==> src/rtl/lif_pkg.sv <==
// Purpose : shared widths, default tuning constants and the saturation helper for the LIF neuron.
// Latency : n/a (package only).
// Backpressure: n/a (package only).
package lif_pkg;

    localparam int STATE_W = 8;
    localparam int SUM_W   = 9;
    localparam int REFRACT_W = 4;

    localparam int DEF_THRESHOLD      = 200;
    localparam int DEF_LEAK_SHIFT     = 1;
    localparam int DEF_REFRACT_CYCLES = 2;

    // Clamp a 9-bit sum to the 8-bit state range instead of wrapping.
    function automatic logic [STATE_W-1:0] saturate(input logic [SUM_W-1:0] sum);
        return sum[SUM_W-1] ? {STATE_W{1'b1}} : sum[STATE_W-1:0];
    endfunction

endpackage

==> src/rtl/lif_neuron_if.sv <==
// Purpose : Tiny Tapeout tile pin bundle (enable, dedicated and bidirectional pins).
// Latency : n/a (wires only).
// Backpressure: none; the tile has no flow control.
// Ports   : ena, ui_in, uio_in driven by the harness; uo_out, uio_out, uio_oe driven by the tile.
interface lif_neuron_if;
    logic       ena;
    logic [7:0] ui_in;
    logic [7:0] uio_in;
    logic [7:0] uo_out;
    logic [7:0] uio_out;
    logic [7:0] uio_oe;

    modport master (output ena, ui_in, uio_in, input uo_out, uio_out, uio_oe);
    modport slave  (input ena, ui_in, uio_in, output uo_out, uio_out, uio_oe);
endinterface

==> src/rtl/lif_core.sv <==
// Purpose : leaky integrate-and-fire core: leak, saturating add, threshold compare, optional refractory hold.
// Latency : current sampled on an enabled edge shows in state after that edge; spike is combinational from state.
// Backpressure: none; en=0 freezes state and refractory counter.
// Ports   : clk, rst_n (async active-low), en, current[7:0] in; spike, state[7:0] out.
// Config  : LIF_REFRACTORY_EN adds a REFRACT_CYCLES zero-hold counter after each spike.
module lif_core
    import lif_pkg::*;
#(
    parameter int THRESHOLD      = DEF_THRESHOLD,
    parameter int LEAK_SHIFT     = DEF_LEAK_SHIFT,
    parameter int REFRACT_CYCLES = DEF_REFRACT_CYCLES
) (
    input  logic               clk,
    input  logic               rst_n,
    input  logic               en,
    input  logic [STATE_W-1:0] current,
    output logic               spike,
    output logic [STATE_W-1:0] state
);

    localparam logic [STATE_W-1:0]   THRESH_V  = STATE_W'(THRESHOLD);
    localparam logic [REFRACT_W-1:0] REFRACT_V = REFRACT_W'(REFRACT_CYCLES);

    logic [STATE_W-1:0] leaked;
    logic [SUM_W-1:0]   sum;

    assign leaked = state >> LEAK_SHIFT;
    // Nine bits wide so the carry is visible to saturate().
    assign sum    = {1'b0, current} + {1'b0, leaked};
    assign spike  = (state >= THRESH_V);

`ifdef LIF_REFRACTORY_EN
    logic [REFRACT_W-1:0] refract;

    always_ff @(posedge clk or negedge rst_n) begin
        if (!rst_n) begin
            state   <= '0;
            refract <= '0;
        end else if (en) begin
            if (spike) begin
                // The firing edge both clears the potential and arms the hold-off.
                state   <= '0;
                refract <= REFRACT_V;
            end else if (refract != '0) begin
                state   <= '0;
                refract <= refract - 1'b1;
            end else begin
                state   <= saturate(sum);
            end
        end
    end
`else
    logic unused_refract;
    assign unused_refract = ^REFRACT_V;

    always_ff @(posedge clk or negedge rst_n) begin
        if (!rst_n) begin
            state <= '0;
        end else if (en) begin
            // Current arriving on the firing edge is discarded.
            state <= spike ? '0 : saturate(sum);
        end
    end
`endif

endmodule

==> src/rtl/lif_neuron.sv <==
// Purpose : Tiny Tapeout tile wrapper for lif_core: potential on uo_out, spike on uio[7].
// Latency : one clock from ui_in to uo_out; spike is valid alongside the state that causes it.
// Backpressure: none; ena=0 holds the neuron.
// Ports   : clk, rst_n (async active-low), pins (lif_neuron_if.slave: ena, ui_in, uio_in, uo_out, uio_out, uio_oe).
// Config  : LIF_REFRACTORY_EN enables the post-spike refractory period inside lif_core.
module lif_neuron
    import lif_pkg::*;
#(
    parameter int THRESHOLD      = DEF_THRESHOLD,
    parameter int LEAK_SHIFT     = DEF_LEAK_SHIFT,
    parameter int REFRACT_CYCLES = DEF_REFRACT_CYCLES
) (
    input  logic         clk,
    input  logic         rst_n,
    lif_neuron_if.slave  pins
);

    logic               spike;
    logic [STATE_W-1:0] state;

    lif_core #(
        .THRESHOLD      (THRESHOLD),
        .LEAK_SHIFT     (LEAK_SHIFT),
        .REFRACT_CYCLES (REFRACT_CYCLES)
    ) u_core (
        .clk     (clk),
        .rst_n   (rst_n),
        .en      (pins.ena),
        .current (pins.ui_in),
        .spike   (spike),
        .state   (state)
    );

    assign pins.uo_out  = state;
    assign pins.uio_out = {spike, 7'b0};
    // Only uio[7] is an output; constant, so it holds through reset too.
    assign pins.uio_oe  = 8'h80;

    logic unused_uio;
    assign unused_uio = ^pins.uio_in;

endmodule

==> src/flat_wrapper.sv <==
// flat-port wrapper written by rule: the top's interface ports become plain ports
module lif_neuron_flat import lif_pkg::*;
#(
    parameter int THRESHOLD      = DEF_THRESHOLD,
    parameter int LEAK_SHIFT     = DEF_LEAK_SHIFT,
    parameter int REFRACT_CYCLES = DEF_REFRACT_CYCLES
)
  (clk, rst_n, pins_ena, pins_ui_in, pins_uio_in, pins_uo_out, pins_uio_out, pins_uio_oe);
  lif_neuron_if pins_i ();
  input  logic clk;
  input  logic rst_n;
  input wire logic [$bits(pins_i.ena)-1:0] pins_ena;
  input wire logic [$bits(pins_i.ui_in)-1:0] pins_ui_in;
  input wire logic [$bits(pins_i.uio_in)-1:0] pins_uio_in;
  output wire logic [$bits(pins_i.uo_out)-1:0] pins_uo_out;
  output wire logic [$bits(pins_i.uio_out)-1:0] pins_uio_out;
  output wire logic [$bits(pins_i.uio_oe)-1:0] pins_uio_oe;
  assign pins_i.ena = pins_ena;
  assign pins_i.ui_in = pins_ui_in;
  assign pins_i.uio_in = pins_uio_in;
  assign pins_uo_out = pins_i.uo_out;
  assign pins_uio_out = pins_i.uio_out;
  assign pins_uio_oe = pins_i.uio_oe;
  lif_neuron #(.THRESHOLD(THRESHOLD), .LEAK_SHIFT(LEAK_SHIFT), .REFRACT_CYCLES(REFRACT_CYCLES)) u_core (.clk(clk), .rst_n(rst_n), .pins(pins_i));
endmodule
==> config.mk <==
export PLATFORM = sky130hd
export DESIGN_NAME = lif_neuron_flat
export DESIGN_NICKNAME = d
export VERILOG_FILES = /design/src/rtl/lif_pkg.sv /design/src/rtl/lif_neuron_if.sv /design/src/rtl/lif_core.sv /design/src/rtl/lif_neuron.sv /design/src/flat_wrapper.sv
export SDC_FILE = /design/constraint.sdc
export NUM_CORES = 1
export LEC_CHECK = 0
export ABC_CLOCK_PERIOD_IN_PS = 5800
export CAP_MARGIN = 20
export CORE_MARGIN = 3
export CORE_UTILIZATION = 42
export DETAILED_ROUTE_END_ITERATION = 12
export PLACE_DENSITY = 0.9
export SLEW_MARGIN = 20
export SYNTH_ARGS = -nofsm -noshare
export SYNTH_HDL_FRONTEND = slang
export SYNTH_SLANG_ARGS = --single-unit
export TNS_END_PERCENT = 5
==> constraint.sdc <==
create_clock -name clk -period 5.8 [get_ports clk]
set_clock_uncertainty 0.05 [all_clocks]
set_input_delay 1.16 -clock clk [delete_from_list [all_inputs] [get_ports clk]]
set_output_delay 1.16 -clock clk [all_outputs]
set_load 0.005 [all_outputs]
Yosys cells after proc, flatten, opt, wreduce, memory -nomap -nowiden
Cells that the tools add are included.
{ "op_classes": {"n_reduce_logical": 0, "mux": 2, "bitwise_logic": 0, "n_addsub": 1, "shift": 0, "n_mul": 0, "magnitude_cmp": 1, "div_mod_pow": 0, "n_eq_ne": 0} }
{ "ops": {"columns": ["operator", "count"], "rows": [
  ["$mux 8", 2],
  ["$add 8x7->9", 1],
  ["$ge 8x8->1 const B", 1]
]} }
{ "totals": {"mem_bits_rw": 0, "output_inout_bits": 24, "memories": 0, "word_cells": 5, "in_bits": 19, "latchBits": 0, "ff_bits": 8, "rom_bits": 0} }

Longest topological paths before layout
{ "depth": {"depth_word": 3, "mapped_depth": 6, "mapped_depth_nobuf": 6} }

By module
From an unflattened synthesis, not the netlist that was laid out.
{ "unflattened": {"cells_unflattened": 91, "hier_area_um2": 918.4} }
{ "by_module_without_submodules": {"columns": ["mod", "cells_per_inst", "instances", "seq_area_each_um2", "area_per_inst_um2"], "rows": [
  ["lif_core", 73, 1, 200.2, 790.8],
  ["lif_neuron", 18, 1, 0.0, 127.6]
]} }

Worst setup path after synthesis
Ideal clock, no wire load.
{ "synth_timing": {"path_kind": "input -> register", "from": "input port pins_ui_in[0]", "to": "register u_core.u_core.state[4]", "arrival_time_ps": 2703, "t_required_ps": 5618, "stages": 6, "path_slack_ps": 2915, "setup_time_ps": 132, "n_path_buf": 0, "cell_sequence": "ha_1 > fa_1 > a211oi_1 > o211ai_1 > a2bb2oi_1 > o22ai_1"} }
{ "synth_via": {"elab_chain_len": 3} }
{ "synth_lines": {"columns": ["element", "line", "rtl"], "rows": [
  ["start: declaration", "flat_wrapper.sv:13", "input wire logic [$bits(pins_i.ui_in)-1:0] pins_ui_in;"],
  ["$add 8x7->9", "lif_core.sv:29", "assign sum = {1'b0, current} + {1'b0, leaked};"],
  ["$mux 8", "lif_pkg.sv:16", "return sum[SUM_W-1] ? {STATE_W{1'b1}} : sum[STATE_W-1:0];"],
  ["$mux 8", "lif_core.sv:61", "state <= spike ? '0 : saturate(sum);"],
  ["end signal: assignment", "lif_core.sv:61", null],
  ["end: declaration", "lif_core.sv:18", "output logic [STATE_W-1:0] state"]
]} }
Every way passes these cells.
A chain may end at the register's enable or synchronous reset.

Final worst setup path
{ "layout_timing": {"from": "input port pins_ui_in[0]", "to": "register u_core.u_core.state[3]"} }
The elaborated chain is that of the path after synthesis.

==> summary.md <==
- 303.1 MHz — achievable clock frequency
- 3300 ps — minimum clock period
- 0 — DRT antenna net count
- 12.47 µm — Avg WL per Cell
- 0.0004334 µW — Leak Pwr
- 19 — I/O Buffers
- yes — CTS tree
- 3370 ps — critical path arrival
- 134 — count of placed standard cells including taps
- 17 — number of DRC violations after detailed-routing iteration 0
- 60 ps — clock slew at reported path FFs
- 0 — Post-route DRC
- 1708 µm — overall routed net length
- 0 — Post-CTS Hold Fix Bufs
- sky130_fd_sc_hd__clkdlybuf4s50_1, sky130_fd_sc_hd__conb_1, sky130_fd_sc_hd__inv_1, sky130_fd_sc_hd__dfrtp_1, sky130_fd_sc_hd__ha_1 — commonest non-fill, non-tap cells in the layout
- 228.8 µV — peak ir drop on the vdd network
- 137 — final standard cell count with taps included and fillers excluded
- 623 — number of global-route vias before repair
- 5870 ps — required arrival time at the worst endpoint
- 0 — number of max-capacitance violations reported
- 16 — largest net degree at the start of global routing
- 0.2462 — sequential share of the synthesized area
- input port to register — critical path class
- 0 — number of warning messages in the yosys log
- 0 — buffers inserted during post-CTS setup optimization
- 8 — flip-flop count of the largest register after layout
- 813.3 µm² — mapped cell area
- 959.7 µm² — total placed instance area
- 0.4561 — starting density of the core
- 6 — depth of the worst register-to-register path
- 250 ps — clock latency on the worst-skew pair
- 2500 ps — final setup slack of the worst path
- 2 — Clock Tree Buf Depth
- 8 — flop and latch count out of synthesis
- u_core.u_core.state[0] — hold path startpoint
- 5 — length of the first detailed-routing pass in iterations
- false — RSZ-0062 raised after global routing
- 0 — number of antenna violations at the first check in global routing
- u_core.u_core.state[1] — worst reg2reg path startpoint
- 2 — count of cells along the worst hold path
- register to register — Worst Hold Class
- 0 ps — aggregate negative setup slack
- 50.01 µm — Die Span Y
- 1783 µm² — core footprint
- 178 — fill cell total of the finished layout
- 2787 µm — global-route wire length before repair
- 702 — routed vias
- 0.8509 — GPL Wtd Cong
- 571.9 ps — pin slew with the least headroom to its limit
- 3 — total clock buffers created by CTS
- sky130_fd_sc_hd__clkdlybuf4s50_1 — most common cell after layout, fill and taps aside
- 982.2 µm² — post-route cell area
- 50.01 µm — width of the die
- 0 — Max Transition Viols Final
- 20.77% — Synth-to-Final Area Change
- 0 — Resize count post-CTS
- 1 — H-tree depth
- 0.6164 — Max-slew headroom
- 0 — Final Hold Fails
- 141 — layout net count
- 15 — cell row count
- 8 — TritonCTS Sinks
- 0.5689 — post-route clock period utilization
- u_core.u_core.state — Reg with most FFs
- 94 — number of instances in the synthesized netlist
- 8.652 µm² — syn_area_per_cell
- 0.07143 — fraction of layout instances using a drive strength above 1
- 488.2 ps — WHS
- 0.1433 — Overall Global Routing Usage
- u_core.u_core.state x8 — biggest regs
- 33 — number of distinct library cell variants in the gate-level netlist after synthesis
- 1377 µm — HPWL after DPL
- sky130_fd_sc_hd__clkbuf_4 — Clock Tree Root
- 504.7 nW/µm² — total power per unit cell area
- pins_ui_in[0] — first element of the critical path
- input port — Worst Setup Start Kind
- 0 — number of inserted diodes
- 0 — Final setup viols
- 2501 µm² — Total Die Area
- complete, no violations — run status
- 6 — maximum net fanout on the critical path
- 2251 ps — pre-CTS worst setup slack
- register — type of element capturing the critical path
- 0 — total congestion overflow
- 5.124 — vias per std cell
- 43 — I/O pin count
==> synthesized netlist by cell type, drive strengths merged <==
| master | count | area share |
|---|---|---|
| o211ai | 2 | 0.018 |
| buf | 16 | 0.15 |
| a31oi | 1 | 0.0077 |
| inv | 9 | 0.042 |
| nand3 | 4 | 0.025 |
| or4 | 1 | 0.0092 |
| dfrtp | 8 | 0.25 |
| o31ai | 1 | 0.0092 |
| o21a | 2 | 0.018 |
| a21oi | 5 | 0.031 |
| nor3 | 2 | 0.012 |
| fa | 1 | 0.025 |
| nor2 | 4 | 0.018 |
| o2111ai | 2 | 0.022 |
| nand2b | 1 | 0.0077 |
| mux2 | 1 | 0.014 |
| xor2 | 1 | 0.011 |
| mux2i | 1 | 0.012 |
| o221ai | 1 | 0.011 |
| o21ba | 1 | 0.012 |
| o22ai | 5 | 0.038 |
| a211oi | 2 | 0.025 |
| xnor2 | 1 | 0.011 |
| nand2 | 4 | 0.018 |
| nand3b | 1 | 0.0092 |
| ha | 7 | 0.11 |
| o21ai | 4 | 0.025 |
| clkbuf | 1 | 0.0046 |
| conb | 2 | 0.0092 |
| o311ai | 1 | 0.032 |
| a2bb2oi | 2 | 0.022 |
==> path summary, 6_finish.rpt <==
path / end / slack (ps)
max: u_core.u_core.state[3] / 2500
min: u_core.u_core.state[0] / 490
max reg2reg: u_core.u_core.state[3] / 3380
min reg2reg: u_core.u_core.state[0] / 490
max in group asynchronous: u_core.u_core.state[3] / 4300
min in group asynchronous: u_core.u_core.state[4] / 1130
==> kinds of logic (layout without fill, tap and decap cells) <==
kind of cell / after synthesis / in the layout / share of synthesized area
AO/OA/AOI/OAI: 29 / 29 / 0.2708
buffers and inverters: 26 / 31 / 0.1938
AND/OR/NAND/NOR: 17 / 17 / 0.1000
adder cells (fa/ha/maj): 8 / 8 / 0.1323
flip-flops: 8 / 8 / 0.2462
other: 2 / 15 / 0.009234
XOR/XNOR: 2 / 2 / 0.02154
multiplexers: 2 / 2 / 0.02615
==> cell type report <==
cell class              instances  area (µm²)  area share
inverters                       9       33.78     0.03439
repair buffers                 19       190.2      0.1936
flip-flops and latches          8       200.2      0.2038
clock buffers                   3       22.52     0.02293
well taps                      25       31.28     0.03185
multi-input cells              73       504.2      0.5134
==> per-layer routing <==
| metal | global-route usage | routed length (µm) | vias up | part of all wire |
|---|---|---|---|---|
| li1 | - | - | 352 | - |
| met1 | 0.1830 | 706 | 311 | 0.41 |
| met2 | 0.2217 | 831 | 39 | 0.49 |
| met3 | 0.06344 | 170 | 0 | 0.10 |
| met4 | 0.02765 | 0 | 0 | 0 |
| met5 | 0 | 0 | - | 0 |
==> worst max-delay path: stages <==
cell and delay, ps:
sky130_fd_sc_hd__clkdlybuf4s50_1 400, sky130_fd_sc_hd__ha_1 220, sky130_fd_sc_hd__fa_1 410, sky130_fd_sc_hd__a211oi_1 540, sky130_fd_sc_hd__o211ai_1 310, sky130_fd_sc_hd__a2bb2oi_1 230, sky130_fd_sc_hd__o22ai_1 80
==> where the power goes <==
group | switching, µW | internal (µW) | total, µW | leakage (µW)
Sequential | 40.3 | 84.6 | 125 | 0.0000962
Combinational | 158 | 170 | 327 | 0.000323
Clock | 19.7 | 23.7 | 43.4 | 0.0000138
==> through the flow <==
stage	total power, µW	utilization
global route	542.8	0.5509
detailed placement	451.7	0.5382
finish	495.7	0.5509
global placement	441.6	0.5382
floorplan	345.6	-
CTS	498.2	0.5509
Note: power is estimated with default switching activity, not from simulation.
